<file path="config.mk">
export PLATFORM = sky130hd
export DESIGN_NAME = ring_scan_display_driver_flat
export DESIGN_NICKNAME = d
export VERILOG_FILES = /design/src/rtl/ring_scan_display_driver_if.sv /design/src/rtl/ring_scan_display_driver.sv /design/src/flat_wrapper.sv
export SDC_FILE = /design/constraint.sdc
export NUM_CORES = 1
export LEC_CHECK = 0
export ABC_AREA = 1
export ABC_CLOCK_PERIOD_IN_PS = 3000
export CAP_MARGIN = 20
export CORE_ASPECT_RATIO = 0.7
export CORE_UTILIZATION = 49
export CTS_CLUSTER_DIAMETER = 30
export DETAILED_ROUTE_END_ITERATION = 10
export PLACE_DENSITY_LB_ADDON = 0.3
export SYNTH_ARGS = -nofsm -noshare
export SYNTH_HDL_FRONTEND = slang
export SYNTH_SLANG_ARGS = --single-unit
</file>
<file path="constraint.sdc">
create_clock -name clk -period 3 [get_ports clk]
set_input_delay 0.6 -clock clk [delete_from_list [all_inputs] [get_ports clk]]
set_output_delay 0.6 -clock clk [all_outputs]
set_load 0.05 [all_outputs]
</file>
<file path="src/rtl/ring_scan_display_driver_if.sv">
// Digit write port for ring_scan_display_driver.
// Carries one 16-bit word of four BCD nibbles under a valid/ready handshake.
interface ring_scan_display_driver_if;
  logic        wr_valid;
  logic [15:0] wr_data;
  logic        wr_ready;

  modport master (output wr_valid, output wr_data, input wr_ready);
  modport slave  (input wr_valid, input wr_data, output wr_ready);
endinterface

</file>
<file path="src/rtl/ring_scan_display_driver.sv">
// Scans a 4-digit multiplexed 7-segment display from a one-hot ring phase, with double-buffered digits.
// Optional macro RING_SCAN_HEX_EN: show nibbles 10-15 as A,b,C,d,E,F instead of blanking them.
module ring_scan_display_driver #(
  parameter bit SEG_ACTIVE_LOW = 1'b0,
  parameter int FAULT_LIMIT    = 3
) (
  input  logic                             clk,
  input  logic                             clear,
  input  logic [3:0]                       phase,
  ring_scan_display_driver_if.slave        wr,
  input  logic                             fault_clr,
  output logic [3:0]                       an,
  output logic [6:0]                       seg,
  output logic [7:0]                       rotations,
  output logic                             fault
);

  typedef enum logic [1:0] {
    ST_SYNC  = 2'd0,
    ST_RUN   = 2'd1,
    ST_FAULT = 2'd2
  } state_t;

  localparam logic [3:0] BAD_LIMIT = 4'(FAULT_LIMIT);
  localparam logic [3:0] PH_FIRST  = 4'b1000;
  localparam logic [3:0] PH_LAST   = 4'b0001;

  state_t      state_reg;
  logic [3:0]  an_reg;
  logic [6:0]  seg_reg;
  logic [7:0]  rotations_reg;
  logic        fault_reg;
  logic [15:0] active_reg;
  logic [15:0] shadow_reg;
  logic        shadow_pending_reg;
  logic [3:0]  bad_cnt_reg;
  logic [3:0]  prev_phase_reg;

  function automatic logic [6:0] decode(input logic [3:0] v);
    logic [6:0] s;
    case (v)
      4'h0: s = 7'b1111110;
      4'h1: s = 7'b0110000;
      4'h2: s = 7'b1101101;
      4'h3: s = 7'b1111001;
      4'h4: s = 7'b0110011;
      4'h5: s = 7'b1011011;
      4'h6: s = 7'b1011111;
      4'h7: s = 7'b1110000;
      4'h8: s = 7'b1111111;
      4'h9: s = 7'b1111011;
`ifdef RING_SCAN_HEX_EN
      4'hA: s = 7'b1110111;
      4'hB: s = 7'b0011111;
      4'hC: s = 7'b1001110;
      4'hD: s = 7'b0111101;
      4'hE: s = 7'b1001111;
      4'hF: s = 7'b1000111;
`endif
      default: s = 7'b0000000;
    endcase
    return s;
  endfunction

  logic        accept;
  logic        phase_good;
  logic        wrap_step;
  logic        xfer;
  logic [15:0] disp_data;
  logic [3:0]  nibble;
  logic [6:0]  seg_next;
  logic [3:0]  bad_cnt_next;
  logic [3:0]  sel_nib [4];

  assign wr.wr_ready = !shadow_pending_reg;
  assign accept      = wr.wr_valid && !shadow_pending_reg;

  // Good = one-hot and either a hold or one rotate-right step from the last accepted phase.
  assign phase_good = $onehot(phase) &&
                      ((phase == prev_phase_reg) ||
                       (phase == {prev_phase_reg[0], prev_phase_reg[3:1]}));

  assign wrap_step = (state_reg == ST_RUN) && phase_good &&
                     (phase == PH_FIRST) && (prev_phase_reg == PH_LAST);

  // Outside RUN nothing is being scanned, so pending data can land right away.
  assign xfer = shadow_pending_reg &&
                ((state_reg == ST_SYNC) || (state_reg == ST_FAULT) || wrap_step);

  assign disp_data = xfer ? shadow_reg : active_reg;

  generate
    for (genvar gi = 0; gi < 4; gi++) begin : g_digit_sel
      assign sel_nib[gi] = phase[3-gi] ? disp_data[15-4*gi -: 4] : 4'h0;
    end
  endgenerate

  assign nibble       = sel_nib[0] | sel_nib[1] | sel_nib[2] | sel_nib[3];
  assign seg_next     = decode(nibble);
  assign bad_cnt_next = bad_cnt_reg + 4'd1;

  always_ff @(posedge clk or posedge clear) begin
    if (clear) begin
      state_reg          <= ST_SYNC;
      an_reg             <= 4'b0000;
      seg_reg            <= 7'b0000000;
      rotations_reg      <= 8'd0;
      fault_reg          <= 1'b0;
      active_reg         <= 16'h0000;
      shadow_reg         <= 16'h0000;
      shadow_pending_reg <= 1'b0;
      bad_cnt_reg        <= 4'd0;
      prev_phase_reg     <= 4'b0000;
    end else begin
      if (xfer) begin
        active_reg         <= shadow_reg;
        shadow_pending_reg <= 1'b0;
      end
      if (accept) begin
        shadow_reg         <= wr.wr_data;
        shadow_pending_reg <= 1'b1;
      end

      case (state_reg)
        ST_SYNC: begin
          if (phase == PH_FIRST) begin
            state_reg      <= ST_RUN;
            an_reg         <= phase;
            seg_reg        <= seg_next;
            prev_phase_reg <= PH_FIRST;
            bad_cnt_reg    <= 4'd0;
          end else begin
            an_reg  <= 4'b0000;
            seg_reg <= 7'b0000000;
          end
        end

        ST_RUN: begin
          if (phase_good) begin
            an_reg         <= phase;
            seg_reg        <= seg_next;
            bad_cnt_reg    <= 4'd0;
            prev_phase_reg <= phase;
            if (wrap_step) begin
              rotations_reg <= rotations_reg + 8'd1;
            end
          end else begin
            an_reg      <= 4'b0000;
            seg_reg     <= 7'b0000000;
            bad_cnt_reg <= bad_cnt_next;
            if (bad_cnt_next == BAD_LIMIT) begin
              state_reg <= ST_FAULT;
              fault_reg <= 1'b1;
            end
          end
        end

        ST_FAULT: begin
          an_reg  <= 4'b0000;
          seg_reg <= 7'b0000000;
          if (fault_clr) begin
            state_reg   <= ST_SYNC;
            bad_cnt_reg <= 4'd0;
            fault_reg   <= 1'b0;
          end
        end

        default: begin
          state_reg <= ST_SYNC;
          an_reg    <= 4'b0000;
          seg_reg   <= 7'b0000000;
        end
      endcase
    end
  end

  assign an        = SEG_ACTIVE_LOW ? ~an_reg  : an_reg;
  assign seg       = SEG_ACTIVE_LOW ? ~seg_reg : seg_reg;
  assign rotations = rotations_reg;
  assign fault     = fault_reg;

endmodule
</file>
<file path="src/flat_wrapper.sv">
// flat-port wrapper written by rule: the top's interface ports become plain ports
module ring_scan_display_driver_flat 
#(
  parameter bit SEG_ACTIVE_LOW = 1'b0,
  parameter int FAULT_LIMIT    = 3
)
  (clk, clear, phase, fault_clr, an, seg, rotations, fault, wr_wr_valid, wr_wr_data, wr_wr_ready);
  ring_scan_display_driver_if wr_i ();
  input  logic clk;
  input  logic clear;
  input  logic [3:0] phase;
  input  logic fault_clr;
  output logic [3:0] an;
  output logic [6:0] seg;
  output logic [7:0] rotations;
  output logic fault;
  input wire logic [$bits(wr_i.wr_valid)-1:0] wr_wr_valid;
  input wire logic [$bits(wr_i.wr_data)-1:0] wr_wr_data;
  output wire logic [$bits(wr_i.wr_ready)-1:0] wr_wr_ready;
  assign wr_i.wr_valid = wr_wr_valid;
  assign wr_i.wr_data = wr_wr_data;
  assign wr_wr_ready = wr_i.wr_ready;
  ring_scan_display_driver #(.SEG_ACTIVE_LOW(SEG_ACTIVE_LOW), .FAULT_LIMIT(FAULT_LIMIT)) u_core (.clk(clk), .clear(clear), .phase(phase), .wr(wr_i), .fault_clr(fault_clr), .an(an), .seg(seg), .rotations(rotations), .fault(fault));
endmodule
</file>
==> After elaboration in Yosys (flattened, before gate mapping) <==
Memory sizes are Yosys's and may differ from the RTL's.
Cells that the tools add are included.
{ "word_totals": {"register_bits": 63, "romBits": 112, "input_bits": 24, "out_inout_bits": 21, "n_memories": 1} }
{ "classes": {"n_addsub": 5, "eq_ne": 13, "muxes": 29, "bitwise_logic": 3, "reduce_logical": 20} }
{ "memory_table": {"columns": ["memory", "depth", "width", "read_ports", "rd_clocked_by_memory_dff", "write_ports", "line", "text"], "rows": [
  ["(no name shown)", 16, 7, 1, 0, 0, "ring_scan_display_driver.sv:41", "case (v)"]
]} }
{ "ops": {"columns": ["operator", "n"], "rows": [
  ["2-to-1 mux 4 bit", 11],
  ["2-to-1 mux 16 bit", 1],
  ["one-hot mux 4 bit (2 select lines)", 2],
  ["2-to-1 mux 7 bit", 2],
  ["one-hot mux 7 bit (2 select lines)", 1],
  ["bitwise OR 4 bit", 3],
  ["one-hot mux 4 bit (3 select lines)", 1],
  ["AND reduction 3 bit", 3],
  ["adder 8 x 1 -> 8 bit (second input constant)", 1],
  ["== test 4 bit", 2],
  ["2-to-1 mux 2 bit", 4],
  ["AND reduction 4 bit", 2],
  ["logical AND 1 bit", 6],
  ["inequality test 2 bit (second input constant)", 3],
  ["one-hot mux 2 bit (3 select lines)", 1],
  ["nonzero test 2 bit", 3],
  ["2-to-1 mux 1 bit", 5],
  ["adder 1 x 1 -> 2 bit", 2],
  ["adder 4 x 1 -> 4 bit (second input constant)", 1],
  ["== test 4 x 1 -> 1 bit (second input constant)", 1],
  ["== test 4 x 2 -> 1 bit (second input constant)", 1],
  ["== test 4 bit (second input constant)", 1],
  ["inequality test 2 x 1 -> 1 bit (second input constant)", 2],
  ["adder 3 bit", 1],
  ["8 further kinds", 10]
]} }

==> Logic depth before layout (Yosys ltp) <==
An unclocked memory read counts as a cell.
{ "depth": {"word_depth": 17, "depth_mapped": 21, "ltp_nobuf": 20} }

==> Least setup slack after synthesis <==
OpenSTA, ideal clock, no wires.
{ "synth_path": {"path_type": "input -> register", "startpoint": "input phase[0]", "endpoint": "register u_core.seg_reg[3], in the netlist u_core.seg[3]", "setup_ns": 0.069, "arrival_time_ns": 3.475, "t_required_ns": 2.931, "slack_ns": -0.544, "cell_stages": 20, "cell_sequence": "inv_2 > ha_1 > ha_1 > fa_1 > nor3b_1 > nand4_4 > nand2_8 > nand2_4 > buf_6 > nand2_1 > nand3_1 > nand2_1 > inv_1 > nand2_1 > inv_1 > ha_1 > inv_1 > nor2_1 > nor2_1 > nor2_2"} }
{ "synth_between": {"elab_chain_cells": 17, "elab_cells_between_ends": 25, "cone_classes": "add/sub (2); eq/ne (4); mux (8); bitwise (3); reduce/logical (7); memory (1)"} }
{ "synth_lines": {"columns": ["element", "line", "text"], "rows": [
  ["start: declaration", "flat_wrapper.sv:11", "input logic [3:0] phase;"],
  ["adder 1 x 1 -> 2 bit (not written as such)", "ring_scan_display_driver.sv:79", "assign phase_good = $onehot(phase) &&"],
  ["adder 3 bit (not written as such)", "ring_scan_display_driver.sv:79", null],
  ["== test 3 x 1 -> 1 bit", "ring_scan_display_driver.sv:79", null],
  ["logical AND 1 bit", "ring_scan_display_driver.sv:79", null],
  ["logical AND 1 bit (2 in a row)", "ring_scan_display_driver.sv:83", "assign wrap_step = (state_reg == ST_RUN) && phase_good &&"],
  ["logical AND 1 bit", "ring_scan_display_driver.sv:84", "(phase == PH_FIRST) && (prev_phase_reg == PH_LAST);"],
  ["logical OR 1 bit", "ring_scan_display_driver.sv:88", "((state_reg == ST_SYNC) || (state_reg == ST_FAULT) || wrap_step);"],
  ["logical AND 1 bit", "ring_scan_display_driver.sv:87", "assign xfer = shadow_pending_reg &&"],
  ["2-to-1 mux 16 bit", "ring_scan_display_driver.sv:90", "assign disp_data = xfer ? shadow_reg : active_reg;"],
  ["2-to-1 mux 4 bit", "ring_scan_display_driver.sv:94", "assign sel_nib[gi] = phase[3-gi] ? disp_data[15-4*gi -: 4] : 4'h0;"],
  ["bitwise OR 4 bit (3 in a row)", "ring_scan_display_driver.sv:98", "assign nibble = sel_nib[0] | sel_nib[1] | sel_nib[2] | sel_nib[3];"],
  ["memory (16 x 7 bit)", null, null],
  ["2-to-1 mux 7 bit, on equally long branches", "ring_scan_display_driver.sv:139, ring_scan_display_driver.sv:126", null],
  ["one-hot mux 7 bit (2 select lines) (*)", "ring_scan_display_driver.sv:124", "case (state_reg)"],
  ["end signal: assignment", "ring_scan_display_driver.sv:129", "seg_reg <= seg_next;"],
  ["end signal: assignment", "ring_scan_display_driver.sv:141", "seg_reg <= seg_next;"],
  ["end: declaration", "ring_scan_display_driver.sv:30", "logic [6:0] seg_reg;"]
]} }
Mark *: on every way between the ends. The rest lies on a longest branch, timed or not.
A chain may end at the register's enable or synchronous reset.

==> Worst setup path after layout <==
{ "layout_path": {"startpoint": "input phase[2]", "endpoint": "register u_core.seg_reg[6], in the netlist u_core.seg[6]"} }
The elaborated chain is that of the path after synthesis.

==> metrics.cfg <==
[layout]
syn_to_final_growth_pct = 43.7
n_antenna_cell = 0
utilization = 0.741
fin_nets = 511
design_area_um2 = 4670
drive_above_1_share = 0.311

[critical_path]
critical_path_required_ps = 3280
slowest_delay_ps = 500
startpoint = phase[2]
crit_chain = buf_12, inv_12, ha_4, inv_4, ha_4, fa_1, nor3b_4, nand4_4, nand2_8, nand2_8, buf_8, nand2_4, nand3_2, nand2_2, inv_2, nand2_4, inv_4, buf_6, ha_2, nor2_2, nor2_4, nor2_2
critPathBufInv = 7
critPathMaxFanout = 6
worst-r2r-cell-count = 17
path_depth = 22
start_kind = primary input
critPathCaptureType = flop
cpMaxStageDelayCell = fa_1
critPathKind = in2reg
endpoint = u_core.seg[6]
rr_endpoint = u_core.seg[6]
worstPathArrival_ps = 3380
r2r-start = u_core.state_reg[0]
rrSetupSlack_ps = 550
critPathTopFamily = simple AND/OR/NAND/NOR gates

[logic_synthesis]
syn_area_um2 = 3250
synth_warnings = 0
yosys.area.top_type_share = 0.485
async_flop_share = 1.00
yosysMostFrequentCell = nand2_1
synth_flop_cell = dfrtp_1
ys_ff_latch = 63
syn_inst = 381
yosysTopAreaCell = dfrtp_1
syn_area_per_cell_um2 = 8.54
synth_nets = 418
synth_edf_count = 0
synthTopCellsByCount = nand2_1 (76), dfrtp_1 (63), inv_1 (56)
ys_types = 31
yosys-top-cells-area = dfrtp_1 (48%), nand2_1 (8.8%), inv_1 (6.5%)
ys_seq_area_frac = 0.485

[timing]
setup_violations = 7
fmax_ghz = 0.323
skew_ps = 7.40
tightest_slew_ps = 960
hold_viol = 0
slew_headroom = 0.358
fin_crit_sh = 1.03
postLayoutSetupSlackWorst_ps = -95.6
slew_viol_final = 0
fin_crit_ps = 3100
hold_slack_ps = 473
grt_setup_unrepaired = true

[power]
combinationalPowerShare = 0.504
power_switching_share = 0.421
power.density_nw_per_um2 = 940
p_sw_mw = 1.85
p_clk_frac = 0.192
p_total_mw = 4.39
sequentialPowerShare = 0.304
p_leak_nw = 2.34
peakVddDrop_mv = 0.459
p_int_mw = 2.54

[grt]
antenna_found_initial = 0
grt_pass1_vias = 2715
grt_pass1_wl_um = 12900
grt_overflow = 0
grt_usage = 0.246
grt_max_degree = 38

[clock_tree]
clkLatencyLatePin_ps = 350
cts_buffer_depth = 2
cts_buffers = 9
cts_tree = done
cts_hold_buf = 0
htreeDepth = 3
cts_root_buffer = clkbuf_8
cts.sinks = 63
path_clk_slew_ps = 70

[drt]
dr_total_vias = 2874
firstDrtPassIters = 5
drt_wl_total_um = 8520
wire_per_inst_um = 15.3
avgViaCountPerCell = 5.16
drc = 0
antenna_left = 0
drt_iter0_drc = 137

[floorplan]
initial_core_util = 0.516
fp.dieW_um = 99.4
core_area_um2 = 6310
rows = 24
die_h_um = 70.2
ios = 45
fp.dieArea_um2 = 6970

[outcome]
status = finished, violations left
violations = negative setup slack

[min_path]
hold_path_class = reg2reg

[placement]
io_buffers = 44
post_dp_cell_area_um2 = 4050
hpwlAfterDp_um = 5170
routabilityCongestion = 0.823

[flow_run]
max-cap-violations = 0

routing by layer:
metal	track usage	vias up	share of wire
li1	-	1355	-
met1	0.328	1382	0.44
met2	0.392	111	0.48
met3	0.0701	26	0.061
met4	0.0719	0	0.025
met5	0	-	0
stage by stage:
| stage | instances | setup slack, ps | setup TNS (ps) |
|---|---|---|---|
| 2_1_floorplan | 381 | -262 | -953 |
| 3_3_place_gp | 525 | -826 | -12730 |
| 3_5_place_dp | 525 | -964 | -14900 |
| 4_1_cts | 549 | -93.1 | -403 |
| 5_1_grt | 557 | -194 | -1100 |
| 6_report | 557 | -95.6 | -415 |
how the worst min path moves through the flow:
stage                                from                     to  slack (ps)  depth (start not counted)
finish                u_core.rotations[7]    u_core.rotations[7]         470                          1
global route          u_core.rotations[7]    u_core.rotations[7]         500                          1
CTS                   u_core.rotations[7]    u_core.rotations[7]         480                          1
detailed placement    u_core.rotations[7]    u_core.rotations[7]         470                          1
global placement      u_core.rotations[7]    u_core.rotations[7]         460                          1
floorplan           u_core.bad_cnt_reg[3]  u_core.bad_cnt_reg[3]         460                          1
kinds of logic (layout without fill, tap and decap cells):
group,after synthesis,after routing,synth area share
flip-flops,63,63,0.485
XOR/XNOR,9,9,0.0242
buffers and inverters,71,169,0.0885
AO/OA/AOI/OAI,32,32,0.0546
adder cells (fa/ha/maj),13,13,0.0523
AND/OR/NAND/NOR,193,193,0.295
power groups by stage:
stage | Combinational (mW) | Clock [mW] | Sequential (mW)
final | 2.22 | 0.843 | 1.33
after CTS | 1.94 | 0.845 | 1.32
after global routing | 2.42 | 0.887 | 1.36
after floorplan | 1.14 | 0 | 1.41
after global placement | 1.68 | 0 | 1.31
after detailed placement | 1.72 | 0 | 1.32
final cells by class:
type                    count  area, um^2
flip-flops and latches     63        1580
clock buffers              13         159
repair buffers             89         826
fillers                   423        1630
well taps                  78        97.6
inverters                  64         260
clock inverters             3        65.1
multi-input cells         247        1690
placed cells by master (no fill, tap or decap), drive strengths merged:
cell type,instances
clkinv,1
ha,12
xor2,5
buf,49
fa,1
inv,64
nor3b,1
a32o,1
bufinv,2
xnor2,4
a21oi,21
clkdlybuf4s50,40
o21ai,9
clkbuf,13
and2,16
nand4,4
nand2,93
nand3,36
dfrtp,63
nor2,43
a31oi,1
timing repair:
| action | 4_1_cts | 5_1_grt |
|---|---|---|
| setup buffers | 8 | 10 |
| endpoints found under the setup margin | 15 | 7 |
| pin swaps | 30 | 26 |
| gates resized for setup | 46 | 37 |
(Power assumes the default switching activity.)
